## src/rtl/alu_writeback.sv

```systemverilog
// Writeback/status stage behind the 16-bit ALU: architectural flags, sticky overflow,
// a 2-entry register-write queue with valid/ready drain, branch condition and forwarding lookup.
module alu_writeback #(
  parameter int         DATA_W = 16,
  parameter int         ADDR_W = 3,
  parameter logic [4:0] OP_CMP = 5'd12,
  parameter logic [4:0] OP_TST = 5'd13,
  parameter logic [4:0] OP_NOP = 5'd31
) (
  input  logic              clk,
  input  logic              rst_n,
  input  logic              in_valid,
  output logic              in_ready,
  input  logic [4:0]        in_opcode,
  input  logic [DATA_W-1:0] in_result,
  input  logic [3:0]        in_flags,
  input  logic              in_wr_en,
  input  logic [ADDR_W-1:0] in_dest,
  output logic              wb_valid,
  input  logic              wb_ready,
  output logic [ADDR_W-1:0] wb_addr,
  output logic [DATA_W-1:0] wb_data,
  output logic [3:0]        flags_q,
  output logic              ovf_sticky,
  input  logic              clr_sticky,
  input  logic [2:0]        cond_sel,
  output logic              cond_true,
  input  logic [ADDR_W-1:0] fwd_addr,
  output logic              fwd_hit,
  output logic [DATA_W-1:0] fwd_data
);

  logic [1:0]        count_q, count_d;
  logic              head_q, head_d;
  logic              tail_q, tail_d;
  logic [3:0]        flags_d;
  logic              ovf_q, ovf_d;
  logic [ADDR_W-1:0] addr_q [2];
  logic [DATA_W-1:0] data_q [2];

  logic accept_s, writes_s, push_s, pop_s;
  logic young_s;

  assign in_ready   = (count_q != 2'd2);
  assign wb_valid   = (count_q != 2'd0);
  assign wb_addr    = addr_q[head_q];
  assign wb_data    = data_q[head_q];
  assign ovf_sticky = ovf_q;

  assign accept_s = in_valid && in_ready;
  assign writes_s = !((in_opcode == OP_CMP) || (in_opcode == OP_TST) || (in_opcode == OP_NOP));
  assign push_s   = accept_s && in_wr_en && writes_s;
  assign pop_s    = wb_valid && wb_ready;
  assign young_s  = ~tail_q;

  // Next-state for queue pointers, occupancy, flags and sticky overflow
  always_comb begin
    count_d = count_q;
    head_d  = head_q;
    tail_d  = tail_q;
    flags_d = flags_q;
    ovf_d   = ovf_q;
    case ({push_s, pop_s})
      2'b10:   count_d = count_q + 2'd1;
      2'b01:   count_d = count_q - 2'd1;
      default: count_d = count_q;
    endcase
    if (pop_s) begin
      head_d = ~head_q;
    end else begin
      head_d = head_q;
    end
    if (push_s) begin
      tail_d = ~tail_q;
    end else begin
      tail_d = tail_q;
    end
    if (accept_s && (in_opcode != OP_NOP)) begin
      flags_d = in_flags;
    end else begin
      flags_d = flags_q;
    end
    // A new overflow outranks a same-cycle clear
    if (accept_s && in_flags[0]) begin
      ovf_d = 1'b1;
    end else if (clr_sticky) begin
      ovf_d = 1'b0;
    end else begin
      ovf_d = ovf_q;
    end
  end

  // State registers and queue slot storage
  always_ff @(posedge clk or negedge rst_n) begin
    if (!rst_n) begin
      count_q   <= 2'd0;
      head_q    <= 1'b0;
      tail_q    <= 1'b0;
      flags_q   <= 4'b0000;
      ovf_q     <= 1'b0;
      addr_q[0] <= {ADDR_W{1'b0}};
      addr_q[1] <= {ADDR_W{1'b0}};
      data_q[0] <= {DATA_W{1'b0}};
      data_q[1] <= {DATA_W{1'b0}};
    end else begin
      count_q <= count_d;
      head_q  <= head_d;
      tail_q  <= tail_d;
      flags_q <= flags_d;
      ovf_q   <= ovf_d;
      if (push_s) begin
        addr_q[tail_q] <= in_dest;
        data_q[tail_q] <= in_result;
      end
    end
  end

  // Branch condition decode over architectural flags {Z,N,C,O}
  always_comb begin
    cond_true = 1'b0;
    case (cond_sel)
      3'd0:    cond_true = 1'b1;
      3'd1:    cond_true = flags_q[3];
      3'd2:    cond_true = !flags_q[3];
      3'd3:    cond_true = flags_q[2] ^ flags_q[0];
      3'd4:    cond_true = !(flags_q[2] ^ flags_q[0]);
      3'd5:    cond_true = flags_q[1];
      3'd6:    cond_true = flags_q[0];
      default: cond_true = 1'b0;
    endcase
  end

  // Forwarding: the slot behind the tail is the youngest and is valid whenever the queue is non-empty
  always_comb begin
    fwd_hit  = 1'b0;
    fwd_data = {DATA_W{1'b0}};
    if ((count_q != 2'd0) && (addr_q[young_s] == fwd_addr)) begin
      fwd_hit  = 1'b1;
      fwd_data = data_q[young_s];
    end else if ((count_q == 2'd2) && (addr_q[head_q] == fwd_addr)) begin
      fwd_hit  = 1'b1;
      fwd_data = data_q[head_q];
    end else begin
      fwd_hit  = 1'b0;
      fwd_data = {DATA_W{1'b0}};
    end
  end

endmodule
```

## config.mk

```make
export PLATFORM = sky130hd
export DESIGN_NAME = alu_writeback
export DESIGN_NICKNAME = d
export VERILOG_FILES = /design/src/rtl/alu_writeback.sv
export SDC_FILE = /design/constraint.sdc
export NUM_CORES = 1
export LEC_CHECK = 0
export BUFFER_PORTS_ARGS = -buffer_cell sky130_fd_sc_hd__buf_2
export CAP_MARGIN = 15
export CORE_MARGIN = 5
export CORE_UTILIZATION = 50
export DETAILED_ROUTE_END_ITERATION = 16
export PLACE_DENSITY = 0.8
export SYNTH_ARGS = -nofsm -noshare
export SYNTH_HDL_FRONTEND = slang
export SYNTH_SLANG_ARGS = --single-unit
```

## constraint.sdc

```tcl
create_clock -name clk -period 2.4 [get_ports clk]
set_input_delay 0.48 -clock clk [delete_from_list [all_inputs] [get_ports clk]]
set_output_delay 0.48 -clock clk [all_outputs]
set_load 0.05 [all_outputs]
```

==> results.toml <==
[critical_path]
cp-start-kind = "flop"
cp_cell_sequence = "mux2i_1, xor2_1, nand4_4, mux2_4, a22o_4, buf_8"
critPathKind = "reg2out"
timing.rr.end = "data_q[26]"
critPathSlowestCell = "dfrtp_2"
arrival_ns = 2.23
r2r_setup_slack_ns = 0.42
ff2ff_path_depth = 8
required_ns = 1.92
r2r_start = "count_q[0]"
cp-end-kind = "output port"
worstPathMaxFanout = 8
critPathMaxStageDelay_ns = 0.43

[grt]
gr-total-overflow = 0
grt.total_usage_pct = 18.4
met1_usage_pct = 23.5
use_met3_pct = 4.04
grt_pass1_vias = 1931
grt_pass1_wl_mm = 9.25
top_usage_layer = "met2"
antenna_found_initial = 0
grt_util_met2_pct = 32.5
grt_max_degree = 48

[sta]
slew_headroom_pct = 77.8
setup_ws_ns = -0.310
worst-slew-pin-transition_ns = 0.332
rsz0062_at_grt = "true"
fmax_mhz = 369
setup_tns_ns = -4.69
setup_viol = 16
hold_viol = 0
min_period_ns = 2.71
skew_ns = 0.00563
period_share_pct = 113
slew_viol_final = 0

[floorplanning]
dieArea_um2 = 6430
die_h_um = 80.2
io_pins = 84
coreArea_um2 = 4750
row_count = 25
chipWidth_um = 80.2
initial_core_util_pct = 51.8

[cts]
cts.sinks = 47
htree_levels = 2
clockBufferDepth = 2
clk_latency_ns = 0.28
cts_tree = "yes"
numCtsBuffers = 5
cts_root_buffer = "clkbuf_8"
clkTransAtPathRegs_ns = 0.08

[yosys]
synth_xor_area_share_pct = 4.62
yosysWarningCount = 0
ys_seq_area_share_pct = 47.8
ys_types = 34
synth-compound-area-share_pct = 8.03
synth-simple-area-share_pct = 4.93
avgSynthCellArea_um2 = 13.4
muxShareOfSynthArea_pct = 31.4
synth_flop_cell = "dfrtp_1"
synth_top_family_by_area = "multiplexers"
mappedNetlistNets = 225
syn_inst = 184
postSynth.asyncResetShare_pct = 100
netlist_area_um2 = 2460
ys_seq_elements = 47
synth_edf_count = 0
synth-adder-area-share_pct = 0.508

[drt]
drc = 0
drtPass1Iterations = 3
first_iter_violations = 49
wl_per_cell_um = 16.6
drt-total-wl_mm = 5.86
viasPerCell = 5.19
antenna_left = 0
dr_total_vias = 1836

[placement]
postPlaceCellArea_um2 = 3090
place_congestion = 0.745
io_buffers = 83
dp_hpwl_mm = 4.01

[layout]
area_growth_syn_to_layout_pct = 39.5
fin_area_um2 = 3430
final_core_util_pct = 72.2
drive_above_1_share_pct = 67.6
n_antenna_cell = 0
fin_nets = 328

[flow_run]
max-cap-violations = 0

[hold_path]
hold_class = "in2async"

[status]
status = "finished, violations left"
violations = "negative setup slack"
==> placed cells by master, fill, tap and decap left out, types with 2 or more instances in the layout <==
master and n:
mux2i_2 3, buf_4 12, buf_2 66, xor2_1 8
clkbuf_8 5, dfrtp_1 45, inv_1 4, a22o_1 6
buf_6 14, a22o_2 2, buf_12 2, mux2_4 2
xnor2_1 4, mux2_2 59, nand3_1 2, nor2_1 3
buf_8 8, a31oi_1 2, nand2_1 3, dfrtp_2 2
mux2i_1 4, a22o_4 8
==> cell families (layout without fill, tap and decap cells) <==
family,Yosys count,count (layout)
fa+ha+maj,1,1
xor+xnor,13,13
simple gates,20,20
compound gates,24,24
flops,47,47
mux,68,69
buf+inv,11,113
==> cells in the mapped netlist (all sizes together), types with 2 or more instances <==
cell type,n,share of area [%]
mux2,60,28
dfrtp,47,48
a22o,16,5.7
xor2,9,3.2
mux2i,8,3.8
buf,5,1.9
nor2,5,1.2
inv,4,0.61
nand2,4,0.71
xnor2,4,1.4
o21ai,3,0.61
a31oi,2,0.51
clkbuf,2,0.30
nand3,2,0.41
nand4,2,0.76
==> layer usage <==
metal	vias up	wire length, um
li1	887	-
met1	891	2530
met2	56	2970
met3	2	346
met4	0	15
met5	-	0
==> state kept, by name, indices dropped and copies added, names as in the netlist <==
register and flops:
addr_q 6, head_q 1, count_q 2, data_q 32, flags_q 4, ovf_sticky 1, tail_q 1
==> worst max path at each step <==
stage                startpoint      endpoint  slack [ns]  cells past startpoint
global placement    fwd_addr[2]   fwd_data[9]       -0.19                      8
finish                   tail_q  fwd_data[11]       -0.31                      6
detailed placement  fwd_addr[2]   fwd_data[6]       -0.22                      8
CTS                      tail_q   fwd_data[3]       -0.32                      7
floorplan           fwd_addr[2]  fwd_data[10]        0.02                      6
global route         count_q[0]   fwd_data[3]       -0.42                      7
==> worst max-delay path, delay by kind of cell, from the launching register on <==
kind,cells,cell delay [ns]
flip-flops,1,0.43
buffers and inverters,1,0.15
XOR/XNOR,1,0.26
AO/OA/AOI/OAI,1,0.25
multiplexers,2,0.65
AND/OR/NAND/NOR,1,0.19
==> metrics by stage <==
step	hold WS, ns	cells	worst slack [ns]
after CTS	0.161	354	-0.321
after global routing	0.171	354	-0.423
after global placement	0.480	344	-0.194
final	0.147	354	-0.310
after detailed placement	0.480	344	-0.224
after floorplan	0.184	184	0.0195
==> cell type report <==
type / instances / area (um2)
Clock buffer: 5 / 68.8
Clock inverter: 2 / 13.8
Fill cell: 343 / 1320
Inverter: 4 / 15.0
Multi-Input combinational cell: 127 / 1340
Sequential cell: 47 / 1180
Tap cell: 67 / 83.8
Timing Repair Buffer: 102 / 738
==> what timing repair did <==
item	4_1_cts	5_1_grt
hold endpoints to repair	0	0
pin swaps	4	13
setup endpoints to repair	17	17
gates resized for setup	49	14
buffers inserted	3	0
hold buffers	0	0
cloned	1	0
Power is not shown: default switching activity piles up to over one toggle a cycle in this logic, so the estimate is an artifact.
